--- src/rtl/rv_m_pkg.sv ---
// Shared definitions for the RV M-extension iterative multiply/divide unit:
// funct3 encodings, FSM state type and a most-negative-value helper.
package rv_m_pkg;

    localparam logic [2:0] F3_MUL    = 3'b000;
    localparam logic [2:0] F3_MULH   = 3'b001;
    localparam logic [2:0] F3_MULHSU = 3'b010;
    localparam logic [2:0] F3_MULHU  = 3'b011;
    localparam logic [2:0] F3_DIV    = 3'b100;
    localparam logic [2:0] F3_DIVU   = 3'b101;
    localparam logic [2:0] F3_REM    = 3'b110;
    localparam logic [2:0] F3_REMU   = 3'b111;

    typedef enum logic [1:0] {
        ST_IDLE = 2'd0,
        ST_CALC = 2'd1,
        ST_FIX  = 2'd2,
        ST_DONE = 2'd3
    } state_e;

    localparam int MAX_XLEN = 64;

    // Two's-complement most-negative value for an xlen-bit word, zero-extended.
    function automatic logic [MAX_XLEN-1:0] most_neg(input int xlen);
        return {{(MAX_XLEN-1){1'b0}}, 1'b1} << (xlen - 1);
    endfunction

endpackage

--- src/rtl/muldiv_unit_if.sv ---
// Issue/result bus between the EX stage (master) and the multiply/divide unit (slave).
interface muldiv_unit_if #(
    parameter int XLEN = 32
);
    logic            start_i;
    logic [2:0]      op_i;
    logic [XLEN-1:0] rs1_i;
    logic [XLEN-1:0] rs2_i;
    logic [4:0]      rd_addr_i;
    logic            flush_i;
    logic            busy_o;
    logic            stall_o;
    logic            done_o;
    logic [XLEN-1:0] result_o;
    logic [4:0]      rd_addr_o;

    modport master (
        output start_i, op_i, rs1_i, rs2_i, rd_addr_i, flush_i,
        input  busy_o, stall_o, done_o, result_o, rd_addr_o
    );

    modport slave (
        input  start_i, op_i, rs1_i, rs2_i, rd_addr_i, flush_i,
        output busy_o, stall_o, done_o, result_o, rd_addr_o
    );
endinterface

--- src/rtl/muldiv_step.sv ---
// One combinational radix-2 step: shift-add for multiply (multiplier in low half,
// product accumulating from the top) or restoring shift-subtract for divide.
module muldiv_step #(
    parameter int XLEN = 32
) (
    input  logic              is_div_i,
    input  logic [XLEN-1:0]   opd_i,
    input  logic [2*XLEN-1:0] acc_i,
    output logic [2*XLEN-1:0] acc_o
);
    logic [XLEN:0]   sum;
    logic [XLEN:0]   shifted;
    logic [XLEN-1:0] diff_lo;
    logic            take;

    assign sum     = {1'b0, acc_i[2*XLEN-1:XLEN]} + (acc_i[0] ? {1'b0, opd_i} : '0);
    // Partial remainder is always below the divisor, so one extra bit holds 2r+1.
    assign shifted = {acc_i[2*XLEN-1:XLEN], acc_i[XLEN-1]};
    assign take    = shifted >= {1'b0, opd_i};
    assign diff_lo = shifted[XLEN-1:0] - opd_i;

    always_comb begin
        acc_o = {sum, acc_i[XLEN-1:1]};
        if (is_div_i) begin
            if (take) begin
                acc_o = {diff_lo, acc_i[XLEN-2:0], 1'b1};
            end else begin
                acc_o = {shifted[XLEN-1:0], acc_i[XLEN-2:0], 1'b0};
            end
        end
    end
endmodule

--- src/rtl/muldiv_unit.sv ---
// Iterative RV M-extension execute unit: sign-magnitude front end, BITS_PER_CYCLE
// radix-2 steps per CALC cycle, sign fix-up, and a one-cycle done pulse.
module muldiv_unit
    import rv_m_pkg::*;
#(
    parameter int XLEN           = 32,
    parameter int BITS_PER_CYCLE = 1
) (
    input  logic clk,
    input  logic rst_n,
    muldiv_unit_if.slave bus
);
    localparam int N  = XLEN / BITS_PER_CYCLE;
    localparam int CW = (N > 1) ? $clog2(N) : 1;
    localparam logic [CW-1:0]       LAST    = CW'(N - 1);
    localparam logic [MAX_XLEN-1:0] MN_FULL = most_neg(XLEN);
    localparam logic [XLEN-1:0]     MOST_NEG = MN_FULL[XLEN-1:0];

    state_e            state_q;
    logic [CW-1:0]     cnt_q;
    logic [2*XLEN-1:0] acc_q;
    logic [XLEN-1:0]   opd_q;
    logic [XLEN-1:0]   result_q;
    logic [2:0]        op_q;
    logic [4:0]        rd_q;
    logic              neg_q;
    logic              special_q;
    logic              done_q;

    logic            in_div, in_rem, sign_a, sign_b, neg_a, neg_b;
    logic [XLEN-1:0] mag_a, mag_b, special_res;
    logic            div_zero, div_ovf, special;

    assign in_div = bus.op_i[2];
    assign in_rem = bus.op_i[2] & bus.op_i[1];
    assign sign_a = (bus.op_i == F3_MULH) | (bus.op_i == F3_MULHSU) |
                    (bus.op_i == F3_DIV)  | (bus.op_i == F3_REM);
    assign sign_b = (bus.op_i == F3_MULH) | (bus.op_i == F3_DIV) | (bus.op_i == F3_REM);
    assign neg_a  = sign_a & bus.rs1_i[XLEN-1];
    assign neg_b  = sign_b & bus.rs2_i[XLEN-1];
    assign mag_a  = neg_a ? -bus.rs1_i : bus.rs1_i;
    assign mag_b  = neg_b ? -bus.rs2_i : bus.rs2_i;

    assign div_zero = in_div & (bus.rs2_i == '0);
    assign div_ovf  = ((bus.op_i == F3_DIV) | (bus.op_i == F3_REM)) &
                      (bus.rs1_i == MOST_NEG) & (bus.rs2_i == '1);
    assign special  = div_zero | div_ovf;

    always_comb begin
        special_res = in_rem ? '0 : MOST_NEG;
        if (div_zero) begin
            special_res = in_rem ? bus.rs1_i : '1;
        end
    end

    logic [2*XLEN-1:0] chain [BITS_PER_CYCLE+1];
    assign chain[0] = acc_q;

    generate
        for (genvar gi = 0; gi < BITS_PER_CYCLE; gi++) begin : g_step
            muldiv_step #(.XLEN(XLEN)) u_step (
                .is_div_i (op_q[2]),
                .opd_i    (opd_q),
                .acc_i    (chain[gi]),
                .acc_o    (chain[gi+1])
            );
        end
    endgenerate

    // Divide leaves remainder in the high half and quotient in the low half.
    logic [2*XLEN-1:0] prod;
    logic [XLEN-1:0]   div_sel, fix_res;

    always_comb begin
        prod    = neg_q ? -acc_q : acc_q;
        div_sel = op_q[1] ? acc_q[2*XLEN-1:XLEN] : acc_q[XLEN-1:0];
        fix_res = '0;
        if (op_q[2]) begin
            fix_res = neg_q ? -div_sel : div_sel;
        end else if (op_q == F3_MUL) begin
            fix_res = prod[XLEN-1:0];
        end else begin
            fix_res = prod[2*XLEN-1:XLEN];
        end
    end

    always_ff @(posedge clk or negedge rst_n) begin
        if (!rst_n) begin
            state_q   <= ST_IDLE;
            cnt_q     <= '0;
            acc_q     <= '0;
            opd_q     <= '0;
            result_q  <= '0;
            op_q      <= '0;
            rd_q      <= '0;
            neg_q     <= 1'b0;
            special_q <= 1'b0;
            done_q    <= 1'b0;
        end else if (bus.flush_i && state_q != ST_IDLE) begin
            state_q  <= ST_IDLE;
            done_q   <= 1'b0;
            result_q <= '0;
        end else begin
            case (state_q)
                ST_IDLE: begin
                    done_q <= 1'b0;
                    if (bus.start_i && !bus.flush_i) begin
                        op_q      <= bus.op_i;
                        rd_q      <= bus.rd_addr_i;
                        cnt_q     <= '0;
                        special_q <= special;
                        result_q  <= special_res;
                        neg_q     <= in_rem ? neg_a : (neg_a ^ neg_b);
                        if (in_div) begin
                            acc_q <= {{XLEN{1'b0}}, mag_a};
                            opd_q <= mag_b;
                        end else begin
                            acc_q <= {{XLEN{1'b0}}, mag_b};
                            opd_q <= mag_a;
                        end
                        state_q <= special ? ST_FIX : ST_CALC;
                    end
                end
                ST_CALC: begin
                    acc_q <= chain[BITS_PER_CYCLE];
                    cnt_q <= cnt_q + 1'b1;
                    if (cnt_q == LAST) begin
                        state_q <= ST_FIX;
                    end
                end
                ST_FIX: begin
                    if (!special_q) begin
                        result_q <= fix_res;
                    end
                    done_q  <= 1'b1;
                    state_q <= ST_DONE;
                end
                default: begin
                    done_q   <= 1'b0;
                    result_q <= '0;
                    state_q  <= ST_IDLE;
                end
            endcase
        end
    end

    // A flush arriving in DONE must still kill the pulse already registered.
    assign bus.busy_o    = (state_q != ST_IDLE);
    assign bus.stall_o   = bus.busy_o | (bus.start_i & (state_q == ST_IDLE));
    assign bus.done_o    = done_q & ~bus.flush_i;
    assign bus.result_o  = bus.done_o ? result_q : '0;
    assign bus.rd_addr_o = rd_q;
endmodule
--- src/flat_wrapper.sv ---
// flat-port wrapper written by rule: the top's interface ports become plain ports
module muldiv_unit_flat import rv_m_pkg::*;
#(
    parameter int XLEN           = 32,
    parameter int BITS_PER_CYCLE = 1
)
  (clk, rst_n, bus_start_i, bus_op_i, bus_rs1_i, bus_rs2_i, bus_rd_addr_i, bus_flush_i, bus_busy_o, bus_stall_o, bus_done_o, bus_result_o, bus_rd_addr_o);
  muldiv_unit_if #(.XLEN(XLEN)) bus_i ();
  input  logic clk;
  input  logic rst_n;
  input wire logic [$bits(bus_i.start_i)-1:0] bus_start_i;
  input wire logic [$bits(bus_i.op_i)-1:0] bus_op_i;
  input wire logic [$bits(bus_i.rs1_i)-1:0] bus_rs1_i;
  input wire logic [$bits(bus_i.rs2_i)-1:0] bus_rs2_i;
  input wire logic [$bits(bus_i.rd_addr_i)-1:0] bus_rd_addr_i;
  input wire logic [$bits(bus_i.flush_i)-1:0] bus_flush_i;
  output wire logic [$bits(bus_i.busy_o)-1:0] bus_busy_o;
  output wire logic [$bits(bus_i.stall_o)-1:0] bus_stall_o;
  output wire logic [$bits(bus_i.done_o)-1:0] bus_done_o;
  output wire logic [$bits(bus_i.result_o)-1:0] bus_result_o;
  output wire logic [$bits(bus_i.rd_addr_o)-1:0] bus_rd_addr_o;
  assign bus_i.start_i = bus_start_i;
  assign bus_i.op_i = bus_op_i;
  assign bus_i.rs1_i = bus_rs1_i;
  assign bus_i.rs2_i = bus_rs2_i;
  assign bus_i.rd_addr_i = bus_rd_addr_i;
  assign bus_i.flush_i = bus_flush_i;
  assign bus_busy_o = bus_i.busy_o;
  assign bus_stall_o = bus_i.stall_o;
  assign bus_done_o = bus_i.done_o;
  assign bus_result_o = bus_i.result_o;
  assign bus_rd_addr_o = bus_i.rd_addr_o;
  muldiv_unit #(.XLEN(XLEN), .BITS_PER_CYCLE(BITS_PER_CYCLE)) u_core (.clk(clk), .rst_n(rst_n), .bus(bus_i));
endmodule
--- config.mk ---
export PLATFORM = sky130hd
export DESIGN_NAME = muldiv_unit_flat
export DESIGN_NICKNAME = d
export VERILOG_FILES = /design/src/rtl/rv_m_pkg.sv /design/src/rtl/muldiv_unit_if.sv /design/src/rtl/muldiv_step.sv /design/src/rtl/muldiv_unit.sv /design/src/flat_wrapper.sv
export SDC_FILE = /design/constraint.sdc
export NUM_CORES = 1
export LEC_CHECK = 0
export CAP_MARGIN = 20
export CELL_PAD_IN_SITES_DETAIL_PLACEMENT = 1
export CELL_PAD_IN_SITES_GLOBAL_PLACEMENT = 2
export CORE_MARGIN = 2
export CORE_UTILIZATION = 32
export DETAILED_ROUTE_END_ITERATION = 12
export PLACE_DENSITY = 0.79
export SYNTH_ARGS = -nofsm -noshare
export SYNTH_HDL_FRONTEND = slang
export SYNTH_SLANG_ARGS = --single-unit
--- constraint.sdc ---
create_clock -name clk -period 4.5 [get_ports clk]
set_input_delay 0.45 -clock clk [delete_from_list [all_inputs] [get_ports clk]]
set_output_delay 0.45 -clock clk [all_outputs]
set_load 0.02 [all_outputs]
==> impl_metrics.py, run 1 <==
metrics = {
    "run_status": {
        "outcome": "finished, violations left",
        "failing_checks": "negative hold slack",
    },
    "clock_network": {
        "holdBufCountCts": 0,
        "worstSkewPairLatency_ns": 0.50,
        "clk_path_buf_depth": 2,
        "cts_post_setup_buffers_inserted": 0,
        "cts_resized": 0,
        "number_of_sinks_on_the_clock_net": 146,
        "worst_setup_hold_path_clk_slew_ns": 0.07,
        "tritoncts": "built",
        "cts_inserted_buffers": 17,
        "root_buffer": "sky130_fd_sc_hd__clkbuf_16",
        "h-tree-depth": 4,
    },
    "floorplanning": {
        "fp-row-count": 81,
        "design.core.area_mm2": 0.0486,
        "die_w_um": 226,
        "die-height_um": 226,
        "die_area_mm2": 0.0509,
        "floorplan.initialDensity_pct": 32.3,
        "pin_count": 116,
    },
    "placed_design": {
        "finalWeightedCongestion": 0.894,
        "dp_worst_setup_slack_ns": 0.424,
        "post-dp-hpwl_um": 54700,
        "buffer_ports.inserted": 115,
    },
    "sta": {
        "rsz0062_at_grt": "no",
        "final.period_utilization_pct": 91.8,
        "totalNegativeSetupSlack_ns": 0,
        "worst_slew_pin_slew_ns": 0.981,
        "worst_slack_ns": 0.370,
        "holdWs_ns": -0.0371,
        "slew_headroom_pct": 34.5,
        "final.min_clock_period_ns": 4.13,
        "final_count_of_hold_timing_violations": 4,
        "max_clock_freq_mhz": 242,
        "finalSetupViolations": 0,
        "timing.clock.skew_ns": 0.0162,
        "total_count_of_max_transition_violations_in_the_final_report": 0,
    },
    "drt": {
        "via_count": 16400,
        "vias_per_cell": 5.90,
        "final_routed_wirelength_across_all_metal_layers_um": 69300,
        "drt-initial-drc-count": 1317,
        "drt_pass1_iterations": 5,
        "wl_per_cell_um": 25.0,
        "drtAntennaViolNets": 0,
        "drcViolationCount": 0,
    },
    "global_route": {
        "global_route_usage_over_all_layers_pct": 27.5,
        "grt_first_pass_wirelength_um": 105000,
        "first_global_vias": 16300,
        "grt_overflow_total": 0,
        "grt_start_max_net_pins": 79,
        "antenna_violations_before_repair": 0,
    },
    "critical_path": {
        "worst_path_dominant_cell_family": "compound AO/OA/AOI/OAI gates",
        "startpoint_type": "register",
        "timing.critical_path.cells": "inv_1, buf_4, nor2_1, ha_1, and3_1, a211oi_1, o21ai_0, a21o_1, a21oi_1, o221ai_1, a31oi_1, xor2_1, o21ai_0",
        "critPathArrivalTime_ns": 4.46,
        "critPathMostFrequentCell": "sky130_fd_sc_hd__o21ai_0",
        "critPathKind": "register to register",
        "wp_buf_inv": 2,
        "setup.worst_path.end_class": "register",
        "critical-path-slowest-cell": "sky130_fd_sc_hd__a211oi_1",
        "timing.critical_path.slowest_cell_delay_ns": 0.52,
        "required_time_at_the_worst_slack_endpoint_ns": 4.84,
        "critical_path_fanouts_max": 31,
    },
    "yosys": {
        "ys_seq_elements": 146,
        "mappedNetlistArea_mm2": 0.0157,
        "synth-seq-area-share_pct": 23.3,
        "netlist_instances": 2096,
        "yosysWarningCount": 0,
        "post_synth_main_area_contributors": "sky130_fd_sc_hd__dfrtp_1 23%, sky130_fd_sc_hd__o21ai_0 6.5%, sky130_fd_sc_hd__xnor2_1 6.4%, sky130_fd_sc_hd__ha_1 6.1%, sky130_fd_sc_hd__a21oi_1 5.9%",
        "synthesis.nets": 2250,
        "synthDistinctLibCells": 82,
        "synthArstFlopShare_pct": 100,
        "share_of_yosys_cell_area_claimed_by_the_top_area_cell_type_pct": 23.3,
        "synthDominantAreaCellType": "sky130_fd_sc_hd__dfrtp_1",
        "synthesis.area_per_instance_um2": 7.49,
        "synth_flop_type": "sky130_fd_sc_hd__dfrtp_1",
        "synth-edff-count": 0,
    },
    "layout": {
        "share_of_the_core_filled_with_cells_in_the_final_layout_pct": 37.3,
        "layout_commonest_cell": "sky130_fd_sc_hd__o21ai_0",
        "final_nets": 2293,
        "final_layout_size_suffix_gt1_share_pct": 8.18,
        "syn_to_final_growth_pct": 15.4,
        "diodes": 0,
        "leading_cell_types_in_the_layout_fill_and_taps_excluded": "205 x sky130_fd_sc_hd__o21ai_0, 203 x sky130_fd_sc_hd__nand2_1, 203 x sky130_fd_sc_hd__nor2_1",
    },
    "power_and_ir_drop": {
        "total_power_mw": 12.9,
        "pwr_density_cell_mw_per_mm2": 714,
        "leakagePower_nw": 7.45,
        "worst_vdd_drop_v": 0.000402,
    },
    "flow_run": {
        "timing.max_cap.violations": 0,
    },
    "min_path": {
        "hp-class": "input port to asynchronous set/reset pin",
    },
}
==> registers in the layout (all words and copies together) (netlist names) <==
signal and count:
u_core.result_q 32, u_core.acc_q 64, u_core.done_q 1, u_core.neg_q 1
u_core.special_q 1, u_core.bus.rd_addr_o 5, u_core.opd_q 32, u_core.op_q 3
u_core.cnt_q 5, u_core.state_q 2
==> cells by family (layout without fill, tap and decap cells) <==
kind of cell | Yosys count | count (layout) | synth area share [%]
multiplexers | 97 | 97 | 6.50
adder cells (fa/ha/maj) | 78 | 78 | 6.31
AO/OA/AOI/OAI | 662 | 662 | 26.3
flip-flops | 146 | 146 | 23.3
XOR/XNOR | 203 | 203 | 11.3
buffers and inverters | 218 | 274 | 5.36
AND/OR/NAND/NOR | 692 | 692 | 21.0
==> stage by stage <==
stage	cell area, µm²	std cells
final	18100	2774
after global routing	18100	2774
after CTS	18100	2774
after detailed placement	17500	2742
after global placement	17500	2742
after floorplan	15700	2096
==> metal layers <==
layer / track usage (%) / up-vias / wire, µm
li1: - / 7595 / -
met1: 37.9 / 8255 / 32300
met2: 43.6 / 425 / 31500
met3: 4.28 / 82 / 3280
met4: 9.85 / 0 / 2150
met5: 0 / - / 0
==> Yosys cell counts, types with 9 or more instances <==
cell type	instances
sky130_fd_sc_hd__a211oi_1	35
sky130_fd_sc_hd__a21o_1	30
sky130_fd_sc_hd__a21oi_1	186
sky130_fd_sc_hd__a22oi_1	23
sky130_fd_sc_hd__a31oi_1	16
sky130_fd_sc_hd__and2_1	44
sky130_fd_sc_hd__and3_1	16
sky130_fd_sc_hd__buf_1	19
sky130_fd_sc_hd__buf_2	10
sky130_fd_sc_hd__clkbuf_1	118
sky130_fd_sc_hd__dfrtp_1	146
sky130_fd_sc_hd__ha_1	76
sky130_fd_sc_hd__inv_1	69
sky130_fd_sc_hd__mux2_2	40
sky130_fd_sc_hd__mux2i_1	57
sky130_fd_sc_hd__nand2_1	203
sky130_fd_sc_hd__nand2b_1	16
sky130_fd_sc_hd__nand3_1	39
sky130_fd_sc_hd__nand4_1	16
sky130_fd_sc_hd__nor2_1	204
sky130_fd_sc_hd__nor2b_1	9
sky130_fd_sc_hd__nor3_1	58
sky130_fd_sc_hd__nor4_1	14
sky130_fd_sc_hd__o211ai_1	32
sky130_fd_sc_hd__o21a_1	10
sky130_fd_sc_hd__o21ai_0	205
sky130_fd_sc_hd__o221ai_1	12
sky130_fd_sc_hd__o31ai_1	27
sky130_fd_sc_hd__o41ai_1	12
sky130_fd_sc_hd__or2_2	12
sky130_fd_sc_hd__or3_1	16
sky130_fd_sc_hd__or4_1	10
sky130_fd_sc_hd__xnor2_1	115
sky130_fd_sc_hd__xor2_1	88
==> power by group <==
group / internal [mW] / total (mW) / switching, mW
clock network: 0.858 / 1.58 / 0.724
logic: 3.31 / 8.60 / 5.29
registers: 1.85 / 2.77 / 0.918
==> worst paths after layout <==
check | from | end | slack, ns | cells past startpoint
worst max-delay path | u_core.acc_q[0]$_DFFE_PN0P_ | u_core.acc_q[51]$_DFFE_PN0P_ | 0.37 | 13
worst min-delay path | rst_n | u_core.done_q$_DFFE_PN0P_ | -0.04 | 1
worst max register to register | u_core.acc_q[0]$_DFFE_PN0P_ | u_core.acc_q[51]$_DFFE_PN0P_ | 0.37 | 13
worst min register to register | u_core.opd_q[25]$_DFFE_PN0P_ | u_core.opd_q[25]$_DFFE_PN0P_ | 0.48 | 2
max in group asynchronous | rst_n | u_core.op_q[2]$_DFFE_PN0P_ | 3.38 | 2
min in group clk | u_core.opd_q[25]$_DFFE_PN0P_ | u_core.opd_q[25]$_DFFE_PN0P_ | 0.48 | 2
==> cell type report <==
cell class / count / area (µm²)
Clock buffer: 20 / 457
Timing Repair Buffer: 173 / 1610
Tap cell: 622 / 778
Inverter: 69 / 259
Fill cell: 5946 / 30500
Clock inverter: 12 / 146
Sequential cell: 146 / 3660
Multi-Input combinational cell: 1732 / 11200
Power figures use the tool's default switching activity.
==> run 2, diff against run 1 <==
--- a/config.mk
+++ b/config.mk
@@ -12,6 +12,7 @@
 export CORE_UTILIZATION = 32
 export DETAILED_ROUTE_END_ITERATION = 12
 export PLACE_DENSITY = 0.79
+export REMOVE_ABC_BUFFERS = 1
 export SYNTH_ARGS = -nofsm -noshare
 export SYNTH_HDL_FRONTEND = slang
 export SYNTH_SLANG_ARGS = --single-unit
==> constraint.sdc (replaced) <==
create_clock -name clk -period 4.5 [get_ports clk]
set_input_delay 0.9 -clock clk [delete_from_list [all_inputs] [get_ports clk]]
set_output_delay 0.9 -clock clk [all_outputs]
set_load 0.02 [all_outputs]
==> run 2 against run 1 <==
  * The flow now finishes without violations
  * Clock skew fell by 0.0026 ns
  * Highest routed layer unchanged
  * Setup slack improved by 0.18 ns
  * Wire length is 4.3% lower
  * Maximum frequency increased by 4.6%
  * Critical path depth decreased by 3
  * Sequential share of layout area fell by 0.092 points
  * First-iteration DRC count decreased by 22%
  * Via count down 1.8%
  * Sequential power rose by 6%
  * Die area stayed put
  * Core utilization increased by 0.17 points
  * Register-to-register slack gained 0.18 ns
==> impl_metrics.py, run 2 (same netlist as run 1, synthesis figures left out) <==
metrics = {
    "placed_design": {
        "buffer_ports.inserted": 115,
        "dp_worst_setup_slack_ns": 0.206,
        "numPlacedInstances": 2751,
        "post-dp-hpwl_um": 51800,
        "finalWeightedCongestion": 0.923,
    },
    "clock_network": {
        "worstSkewPairLatency_ns": 0.48,
        "holdBufCountCts": 0,
        "h-tree-depth": 4,
        "clk_path_buf_depth": 2,
        "tritoncts": "built",
        "cts_inserted_buffers": 17,
        "number_of_sinks_on_the_clock_net": 146,
        "worst_setup_hold_path_clk_slew_ns": 0.07,
        "cts_post_setup_buffers_inserted": 0,
        "root_buffer": "sky130_fd_sc_hd__clkbuf_16",
        "cts_resized": 0,
    },
    "critical_path": {
        "required_time_at_the_worst_slack_endpoint_ns": 4.82,
        "critPathKind": "register to register",
        "regToRegEndpoint": "u_core.result_q[30]$_DFFE_PN0P_",
        "critical-path-slowest-cell": "sky130_fd_sc_hd__or3_1",
        "wp_buf_inv": 0,
        "startpoint_type": "register",
        "reg2reg_from": "u_core.acc_q[4]$_DFFE_PN0P_",
        "reg2reg_depth": 10,
        "critical_path_cell_count": 10,
        "worst_path_dominant_cell_family": "simple AND/OR/NAND/NOR gates",
        "timing.critical_path.slowest_cell_delay_ns": 0.58,
        "critical_path_fanouts_max": 7,
        "setup.worst_path.end_class": "register",
        "setup_slack_of_the_worst_register_to_register_path_ns": 0.55,
        "timing.critical_path.cells": "nor3_2, nand3_1, or3_1, nor4_2, nand2_1, o41ai_1, xnor2_1, a21oi_1, a211oi_1, o21ai_0",
        "critPathArrivalTime_ns": 4.27,
    },
    "floorplanning": {
        "floorplan.initialDensity_pct": 32.3,
        "die-height_um": 226,
        "design.core.area_mm2": 0.0486,
        "die_area_mm2": 0.0509,
        "pin_count": 116,
        "fp-row-count": 81,
        "die_w_um": 226,
    },
    "sta": {
        "finalSetupViolations": 0,
        "final_count_of_hold_timing_violations": 0,
        "slew_headroom_pct": 31.4,
        "timing.clock.skew_ns": 0.0136,
        "worst_slack_ns": 0.550,
        "total_count_of_max_transition_violations_in_the_final_report": 0,
        "final.period_utilization_pct": 87.8,
        "worst_slew_pin_slew_ns": 1.03,
        "final.min_clock_period_ns": 3.95,
        "rsz0062_at_grt": "no",
        "max_clock_freq_mhz": 253,
    },
    "drt": {
        "drcViolationCount": 0,
        "wl_per_cell_um": 23.8,
        "drt_pass1_iterations": 5,
        "vias_per_cell": 5.77,
        "via_count": 16100,
        "final_routed_wirelength_across_all_metal_layers_um": 66300,
        "drt-initial-drc-count": 1025,
        "drtAntennaViolNets": 0,
    },
    "power_and_ir_drop": {
        "net-switching-power_mw": 6.73,
        "leakagePower_nw": 7.48,
        "pwr_density_cell_mw_per_mm2": 697,
        "intPower_mw": 5.97,
        "sw_frac_of_total_pct": 53.0,
        "worst_vdd_drop_v": 0.000375,
        "share_comb_of_total_power_pct": 65.2,
        "pwr-share-seq_pct": 23.0,
        "p_clk_share_pct": 11.7,
    },
    "layout": {
        "leading_cell_types_in_the_layout_fill_and_taps_excluded": "205 x sky130_fd_sc_hd__o21ai_0, 204 x sky130_fd_sc_hd__nor2_1, 203 x sky130_fd_sc_hd__nand2_1",
        "reg.largest.list": "u_core.acc_q: 64 flops, u_core.opd_q: 32 flops, u_core.result_q: 32 flops",
        "post_layout_nonfiller_instances": 2783,
        "layout_commonest_cell": "sky130_fd_sc_hd__o21ai_0",
        "sequential_cell_area_mm2": 0.00366,
        "final_layout_size_suffix_gt1_share_pct": 8.61,
        "share_of_the_core_filled_with_cells_in_the_final_layout_pct": 37.4,
        "registers.top_by_ff_count": "u_core.acc_q",
        "final_nets": 2302,
        "max_ffs_per_register": 64,
        "multiInputGateArea_mm2": 0.0112,
        "syn_to_final_growth_pct": 16.0,
        "fill_cells": 5950,
        "diodes": 0,
    },
    "global_route": {
        "grt_start_max_net_pins": 94,
        "grt_first_pass_wirelength_um": 101000,
        "global_route_usage_over_all_layers_pct": 26.2,
        "first_global_vias": 16400,
        "antenna_violations_before_repair": 1,
        "grt_overflow_total": 0,
    },
    "flow_run": {
        "timing.max_cap.violations": 0,
    },
    "run_status": {
        "outcome": "completed",
    },
    "min_path": {
        "hp-class": "input port to asynchronous set/reset pin",
    },
}
==> run 2: worst reg2reg max path: cells and delay by family (launching register included) <==
family,cells,cell delay [ns]
xor gates and xnor gates,1,0.17
AOI/OAI and AO/OA,4,1.02
DFF,1,0.49
and+or+nand+nor,5,2.11
==> run 2: layer usage <==
layer,track usage (%),share of wire (%),vias to the layer above
met4,8.20,2.8,0
met3,3.26,4.4,81
li1,-,-,7627
met2,43.2,46,411
met5,0,0,-
met1,35.7,46,7941
==> run 2: area by class of cell <==
type / count / share of cell area [%]
multi-input combinational: 1732 / 61.7
sequential: 146 / 20.1
timing repair buffer: 182 / 9.35
tap: 622 / 4.27
clock buffer: 19 / 2.49
inverter: 69 / 1.42
clock inverter: 13 / 0.687
==> run 2: how the worst max path moves through the flow <==
stage	from	end	slack, ns
2_1_floorplan	u_core.acc_q[33]$_DFFE_PN0P_	u_core.acc_q[51]$_DFFE_PN0P_	-0.20
3_3_place_gp	bus_rs2_i[6]	u_core.result_q[18]$_DFFE_PN0P_	0.28
3_5_place_dp	bus_rs2_i[6]	u_core.result_q[16]$_DFFE_PN0P_	0.21
4_1_cts	u_core.acc_q[1]$_DFFE_PN0P_	u_core.result_q[30]$_DFFE_PN0P_	0.56
5_1_grt	u_core.acc_q[0]$_DFFE_PN0P_	u_core.acc_q[63]$_DFFE_PN0P_	0.29
6_report	u_core.acc_q[4]$_DFFE_PN0P_	u_core.result_q[30]$_DFFE_PN0P_	0.55
==> run 2: per-stage QoR <==
step	instance area, µm²	TNS [ns]	total power [mW]	hold slack [ns]
after detailed placement	17600	0	11.1	0.474
final	18200	0	12.7	0.458
after global placement	17600	0	10.9	0.465
after CTS	18200	0	12.6	0.489
after global routing	18200	0	13.6	0.513
after floorplan	15100	-1.37	8.19	0.447
==> run 2: power by group through the flow <==
| stage | Combinational, mW | Clock (mW) | Sequential, mW |
|---|---|---|---|
| after global placement | 8.01 | 0 | 2.89 |
| after CTS | 8.22 | 1.51 | 2.88 |
| final | 8.28 | 1.49 | 2.93 |
| after detailed placement | 8.15 | 0 | 2.90 |
| after global routing | 9.09 | 1.55 | 2.99 |
| after floorplan | 5.60 | 0 | 2.59 |
